`src/rtl/invaders_pkg.sv`:
```
// ---------------------------------------------------------------------------
// invaders_pkg
// Shared playfield constants and types for the invader formation logic.
//   COORD_W      : width of an x-coordinate in pixels (11 bits, 0..2047)
//   X_*_DEF/STEP : default playfield limits, start position and step size
//   dir_e        : horizontal direction of the formation
//   coord_ext_t  : coordinate with one guard bit for overflow-free compares
// ---------------------------------------------------------------------------
package invaders_pkg;

   localparam int COORD_W    = 11;
   localparam int X_INIT_DEF = 100;
   localparam int X_MIN_DEF  = 10;
   localparam int X_MAX_DEF  = 500;
   localparam int STEP_DEF   = 10;

   typedef enum logic {
      DIR_RIGHT = 1'b0,
      DIR_LEFT  = 1'b1
   } dir_e;

   typedef logic [COORD_W-1:0] coord_t;
   typedef logic [COORD_W:0]   coord_ext_t;

   // Zero-extend a coordinate by one bit so sums up to 2047 + STEP fit.
   function automatic coord_ext_t extend(input coord_t c);
      return {1'b0, c};
   endfunction

endpackage

```
`src/rtl/rise_detect.sv`:
```
// ---------------------------------------------------------------------------
// rise_detect
// Single-cycle pulse on the 0->1 transition of a level input.
//   clk   : clock
//   reset : synchronous active-high reset (clears the history bit)
//   d     : level input
//   pulse : d & ~(d on previous edge); combinational from d
// The history bit resets to 0, so a level already high on the first
// post-reset edge is treated as a fresh rise.
// ---------------------------------------------------------------------------
module rise_detect (
   input  logic clk,
   input  logic reset,
   input  logic d,
   output logic pulse
);

   logic d_q;

   always_ff @(posedge clk) begin
      if (reset) begin
         d_q <= 1'b0;
      end else begin
         d_q <= d;
      end
   end

   assign pulse = d & ~d_q;

endmodule

```
`src/rtl/moven_logic.sv`:
```
// ---------------------------------------------------------------------------
// moven_logic
// Horizontal movement controller for the invader formation. Holds the
// x-coordinate of the reference enemy and moves it STEP pixels per rising
// edge of mueva, bouncing between X_MIN and X_MAX.
//   clk    : system clock
//   reset  : synchronous active-high reset (pos=X_INIT, direction right)
//   mueva  : movement request level; each 0->1 transition is one step
//   posxE1 : current x-coordinate of enemy 1, straight from a register
// ---------------------------------------------------------------------------
module moven_logic
   import invaders_pkg::*;
#(
   parameter int X_INIT = X_INIT_DEF,
   parameter int X_MIN  = X_MIN_DEF,
   parameter int X_MAX  = X_MAX_DEF,
   parameter int STEP   = STEP_DEF
) (
   input  logic               clk,
   input  logic               reset,
   input  logic               mueva,
   output logic [COORD_W-1:0] posxE1
);

   // Reject nonsensical playfield configurations at elaboration.
   if (STEP <= 0 || X_MIN > X_INIT || X_INIT > X_MAX || X_MAX > 2047) begin : g_param_check
      $error("moven_logic: illegal parameters (need STEP>0, X_MIN<=X_INIT<=X_MAX<=2047)");
   end

   localparam coord_t     X_INIT_C = coord_t'(X_INIT);
   localparam coord_t     X_MIN_C  = coord_t'(X_MIN);
   localparam coord_t     X_MAX_C  = coord_t'(X_MAX);
   localparam coord_t     STEP_C   = coord_t'(STEP);
   localparam coord_ext_t STEP_X   = coord_ext_t'(STEP);
   localparam coord_ext_t X_MAX_X  = coord_ext_t'(X_MAX);
   localparam coord_ext_t LO_TURN  = coord_ext_t'(X_MIN + STEP);

   coord_t     pos_q, pos_d;
   dir_e       dir_q, dir_d;
   logic       tick;
   coord_ext_t pos_plus;

   rise_detect u_rise (
      .clk   (clk),
      .reset (reset),
      .d     (mueva),
      .pulse (tick)
   );

   assign pos_plus = extend(pos_q) + STEP_X;

   // Next position. The step that reaches or would pass a bound lands on the
   // bound and flips direction in the same edge, so there is no dwell step.
   always_comb begin
      pos_d = pos_q;
      dir_d = dir_q;
      if (tick) begin
         if (dir_q == DIR_RIGHT) begin
            if (pos_plus >= X_MAX_X) begin
               pos_d = X_MAX_C;
               dir_d = DIR_LEFT;
            end else begin
               pos_d = pos_plus[COORD_W-1:0];
            end
         end else begin
            if (extend(pos_q) <= LO_TURN) begin
               pos_d = X_MIN_C;
               dir_d = DIR_RIGHT;
            end else begin
               pos_d = pos_q - STEP_C;
            end
         end
      end
   end

   always_ff @(posedge clk) begin
      if (reset) begin
         pos_q <= X_INIT_C;
         dir_q <= DIR_RIGHT;
      end else begin
         pos_q <= pos_d;
         dir_q <= dir_d;
      end
   end

   assign posxE1 = pos_q;

endmodule

```
`config.mk`:
```
export PLATFORM = sky130hd
export DESIGN_NAME = moven_logic
export DESIGN_NICKNAME = d
export VERILOG_FILES = /design/src/rtl/invaders_pkg.sv /design/src/rtl/rise_detect.sv /design/src/rtl/moven_logic.sv
export SDC_FILE = /design/constraint.sdc
export NUM_CORES = 1
export LEC_CHECK = 0
export CORE_MARGIN = 4
export CORE_UTILIZATION = 48
export CTS_CLUSTER_DIAMETER = 50
export DETAILED_ROUTE_END_ITERATION = 10
export PLACE_DENSITY_LB_ADDON = 0.3
export SYNTH_ARGS = -nofsm -noshare
export SYNTH_HDL_FRONTEND = slang
export SYNTH_SLANG_ARGS = --single-unit
export TNS_END_PERCENT = 5
```
`constraint.sdc`:
```
create_clock -name clk -period 1.8 [get_ports clk]
set_input_delay 0.45 -clock clk [delete_from_list [all_inputs] [get_ports clk]]
set_output_delay 0.45 -clock clk [all_outputs]
set_load 0.02 [all_outputs]
```
Word-level counts from Yosys, hierarchy flattened --
Cells that the tools add are included.
Word-level totals: flip-flop bits (word level) 13, output and inout port bits 11, logic and storage cells 15, input port bits 3
Cells by class: order comparisons 2, bitwise operators 2, add/subtract/negate cells 2, mux-type cells 6
Operators with widths (count):
- 11-bit 2-to-1 mux | 3
- 11-bit by 4-bit adder with 12-bit output (second input constant) | 1
- 12-bit by 9-bit >= comparator with 1-bit output (second input constant) | 1
- 11-bit by 5-bit <= comparator with 1-bit output (second input constant) | 1
- 11-bit by 4-bit subtractor with 11-bit output (second input constant) | 1
- 1-bit 2-to-1 mux | 3
- 1-bit AND | 1
- 1-bit inverter | 1

Depth between registers and ports, before layout --
depth in word-level cells 4, gate-level depth with buffers 7, depth with buffers taken out 7

By module --
From an unflattened synthesis, not the netlist that was laid out.
Second synthesis, totals: cells, all modules 135, area total of the unflattened synthesis 1042.2 um2
Modules (own cells, without submodules):
- moven_logic | area each 994.7 um2, cells an instance 132, instances 1, seq. area each 220.2 um2
- rise_detect | area each 47.5 um2, cells an instance 3, instances 1, seq. area each 20.0 um2

Worst setup path after synthesis --
No wires, ideal clock.
path type reg-to-reg, start point register pos_q[5], in the netlist posxE1[5], end point register pos_q[4], in the netlist posxE1[4], slack -0.109 ns, period minus slack after synthesis 1.909 ns, buffers on the path 1, cell stages (with the launch flop) 7, required time 1.670 ns, arrival time 1.780 ns, setup time 0.130 ns, cells stage by stage dfxtp_1 buf_6 or4_4 nor3_4 a21oi_2 a222oi_1 a21oi_1
Between the ends: cells in the longest elaborated chain, start to end 4, elaborated cells between the ends (all ways) 6, classes of those cells add/sub (1); order compare (2); mux (3)
Ends and longest elaborated chain:
- from (decl) | line moven_logic.sv:38 | coord_t pos_q, pos_d;
- from (signal assigned) | line moven_logic.sv:81 | pos_q <= pos_d;
- 11-bit by 4-bit adder with 12-bit output | line moven_logic.sv:50 | assign pos_plus = extend(pos_q) + STEP_X;
- 12-bit by 9-bit >= comparator with 1-bit output | line moven_logic.sv:59 | if (pos_plus >= X_MAX_X) begin
- 11-bit 2-to-1 mux | line moven_logic.sv:59
- 11-bit 2-to-1 mux (*) | line moven_logic.sv:58 | if (dir_q == DIR_RIGHT) begin
Mark *: on every way between the ends. The rest lies on a longest branch, timed or not. A chain may end at the register's enable or synchronous reset.

Worst setup path after layout --
start point register pos_q[1], in the netlist posxE1[1], end point register pos_q[3], in the netlist posxE1[3]
The elaborated chain is that of the path after synthesis.

==> results_dict.tcl <==
set metrics [dict create \
    initial_core_util_pct 50.82 \
    via_per_inst 6.159 \
    p_leak_nw 0.6395 \
    cp_data_required_time_ns 1.98 \
    synthCells 135 \
    cp_cell_sequence "ha_2, or2_1, nand3_1, mux2i_2, a221oi_2, buf_4, a32o_1" \
    setup_viol 6 \
    synthArstFlopShare_pct 0 \
    vdd_drop_max_uv 440.7 \
    synth_area_sq_um 1007 \
    ys_warn_count 0 \
    core_area_sq_um 1982 \
    io_buffer_count 12 \
    max_freq_mhz 533.6 \
    crit_family "simple AND/OR/NAND/NOR gates" \
    overflow 0 \
    layout_min_cycle_time_ns 1.874 \
    hold-path-endpoint "posxE1[10]" \
    r2r_start "posxE1[1]" \
    placed_area_sq_um 1400 \
    dp_hpwl_um 2460 \
    root_buffer "clkbuf_4" \
    die_w_um 53.81 \
    rsz0062_at_grt "yes" \
    syn-mean-instance-area_sq_um 7.461 \
    cts_made_buffers 3 \
    yosys_register_bits 12 \
    worst_setup_path_start_kind "register" \
    worstReg2RegEnd "posxE1[3]" \
    fin_crit_sh_pct 104.1 \
    slew_violations 0 \
    cts.sinks 12 \
    cts_tree "built" \
    final_util_pct 73.86 \
    whs_path_depth 2 \
    antenna_cells 0 \
    path_buf_inv 1 \
    stdcell_area_sq_um 1464 \
    placement_rows 16 \
    design.portCount 14 \
    clockBufferDepth 2 \
    pwr_density_cell_nw_per_um2 624.1 \
    clk_latency_ns 0.28 \
    nFillCells 159 \
    track_usage_pct 25.93 \
    synth_flop_cell "dfxtp_1" \
    layout.nets 187 \
    rr_worst_depth 7 \
    dpl.cell_count 203 \
    finalWorstSetupSlack_ns -0.07397 \
    worst_hold_slack_ns 0.5333 \
    routed_wl_um 3594 \
    drtIter0Drc 99 \
    tns_ns -0.2233 \
    drcViolationCount 0 \
    p_total_mw 0.9137 \
    slowest_delay_ns 0.35 \
    end_kind "register" \
    grt_max_degree 14 \
    ant_nets 0 \
    drive_above_1_share_pct 33.33 \
    first_global_vias 1131 \
    synth_edf_count 0 \
    clk_pin_slew_ns 0.08 \
    crit_type "register to register" \
    dr.pass1.iters 4 \
    syn_to_final_growth_pct 45.34 \
    antenna_found_initial 0 \
    synth_cell_types 50 \
    finalHoldViolCount 0 \
    worstPathArrival_ns 2.05 \
    clock_skew_ns 0.004734 \
    cts-htree-levels 1 \
    via_count 1275 \
    final_cells 207 \
    status "complete, but fails checks" \
    place_congestion 0.9487 \
    grt_pass1_wl_um 5375 \
    r2r_setup_slack_ns -0.07 \
    crit_slowest_cell "dfxtp_2" \
    routedWlPerCell_um 17.36 \
    fp.dieH_um 53.81 \
    violations "setup timing" \
    synth_nets 141 \
    drv_cap 0 \
    worstPathMaxFanout 5 \
    place_worst_setup_slack_ns -0.1066 \
    worstHoldStart "posxE1[10]" \
    min_path_type "register to register" \
    ys_seq_area_share_pct 23.85 \
    die-area_sq_um 2895 \
]
[registers in the layout, summed over array words and instances, names as in the netlist]
register	count
dir_q	1
posxE1	10
u_rise.d_q	1
[worst max-delay path by stage]
stage	startpoint	end	slack (ns)	depth (start not counted)
after global routing	posxE1[2]	posxE1[3]	-0.18	9
after global placement	mueva	posxE1[1]	-0.03	7
after CTS	posxE1[2]	posxE1[1]	-0.10	9
after detailed placement	mueva	posxE1[2]	-0.11	7
after floorplan	posxE1[5]	posxE1[4]	-0.11	6
final	posxE1[1]	posxE1[3]	-0.07	7
[worst reg2reg max path: cells and delay by family (launching register included)]
kind	cells	cell delay [ns]
compound gates	2	0.31
fa+ha+maj	1	0.22
buf+inv	1	0.16
flops	1	0.35
mux	1	0.31
simple gates	2	0.42
[cell type report]
cell class | instances | area [sq um] | share of cell area (%)
Multi-Input combinational cell | 108 | 724.4 | 49.49
Timing Repair Buffer | 51 | 404.1 | 27.61
Sequential cell | 12 | 246.5 | 16.84
Clock buffer | 4 | 36.28 | 2.479
Tap cell | 27 | 33.78 | 2.308
Inverter | 5 | 18.77 | 1.282
[report_power, final]
group | switching, mW | leakage (nW) | internal [mW] | total [mW]
sequential | 0.0247 | 0.0986 | 0.284 | 0.309
clock | 0.103 | 0.0210 | 0.123 | 0.226
combinational | 0.198 | 0.520 | 0.180 | 0.379
total | 0.326 | 0.640 | 0.587 | 0.914
[routing by layer]
metal,vias to the layer above,GRT usage [%],share of wire [%]
met1,569,33.39,41
met3,22,4.432,8.2
met4,0,7.234,3.5
met5,-,0,0
met2,86,43.95,47
li1,598,-,-
[kinds of logic (layout without fill, tap and decap cells)]
group,after synthesis,in the layout,share of synthesized area [%]
AND/OR/NAND/NOR,48,48,26.83
XOR/XNOR,3,3,2.609
flip-flops,12,12,23.85
buffers and inverters,15,60,7.203
other,1,1,0.3723
AO/OA/AOI/OAI,49,49,31.31
multiplexers,4,4,4.099
adder cells (fa/ha/maj),3,3,3.727
[synthesized netlist by cell type, types with 2 or more instances]
cell	number	area [sq um]
inv_1	4	15.01
nor3b_1	2	15.01
and3_1	2	12.51
a21oi_1	14	70.07
nor4_1	3	18.77
mux2i_1	3	30.03
buf_4	2	15.01
clkbuf_1	6	22.52
o2111ai_1	2	17.52
ha_1	3	37.54
nand2b_1	2	12.51
nor2_1	10	37.54
o21ai_1	2	10.01
o21ai_0	10	50.05
nor2b_1	5	31.28
o31ai_1	3	22.52
a31oi_1	3	18.77
nand3_1	4	20.02
xor2_1	2	17.52
a221oi_1	2	17.52
nand2_1	8	30.03
dfxtp_1	12	240.2
nor3_1	4	20.02
[repair_timing]
action	CTS	global route
setup endpoints to repair	17	11
buffers inserted	0	0
pin swaps	0	1
resized for setup	14	7
hold buffers	0	0
[placed cells by master, fill, tap and decap left out, drive strengths merged, types with 2 or more instances in the layout]
master	instances
nor4	3
o2111ai	2
nand2	8
mux2i	3
o31ai	3
nor2	10
a31oi	3
nor3b	2
nor2b	5
nand3	4
nand2b	2
dfxtp	12
nor3	5
a221oi	2
clkbuf	4
o21ai	12
buf	40
inv	4
ha	3
clkdlybuf4s50	3
and3	3
a21oi	15
xor2	2
dlygate4sd2	7
No activity file was read; power rests on OpenSTA's default activity.
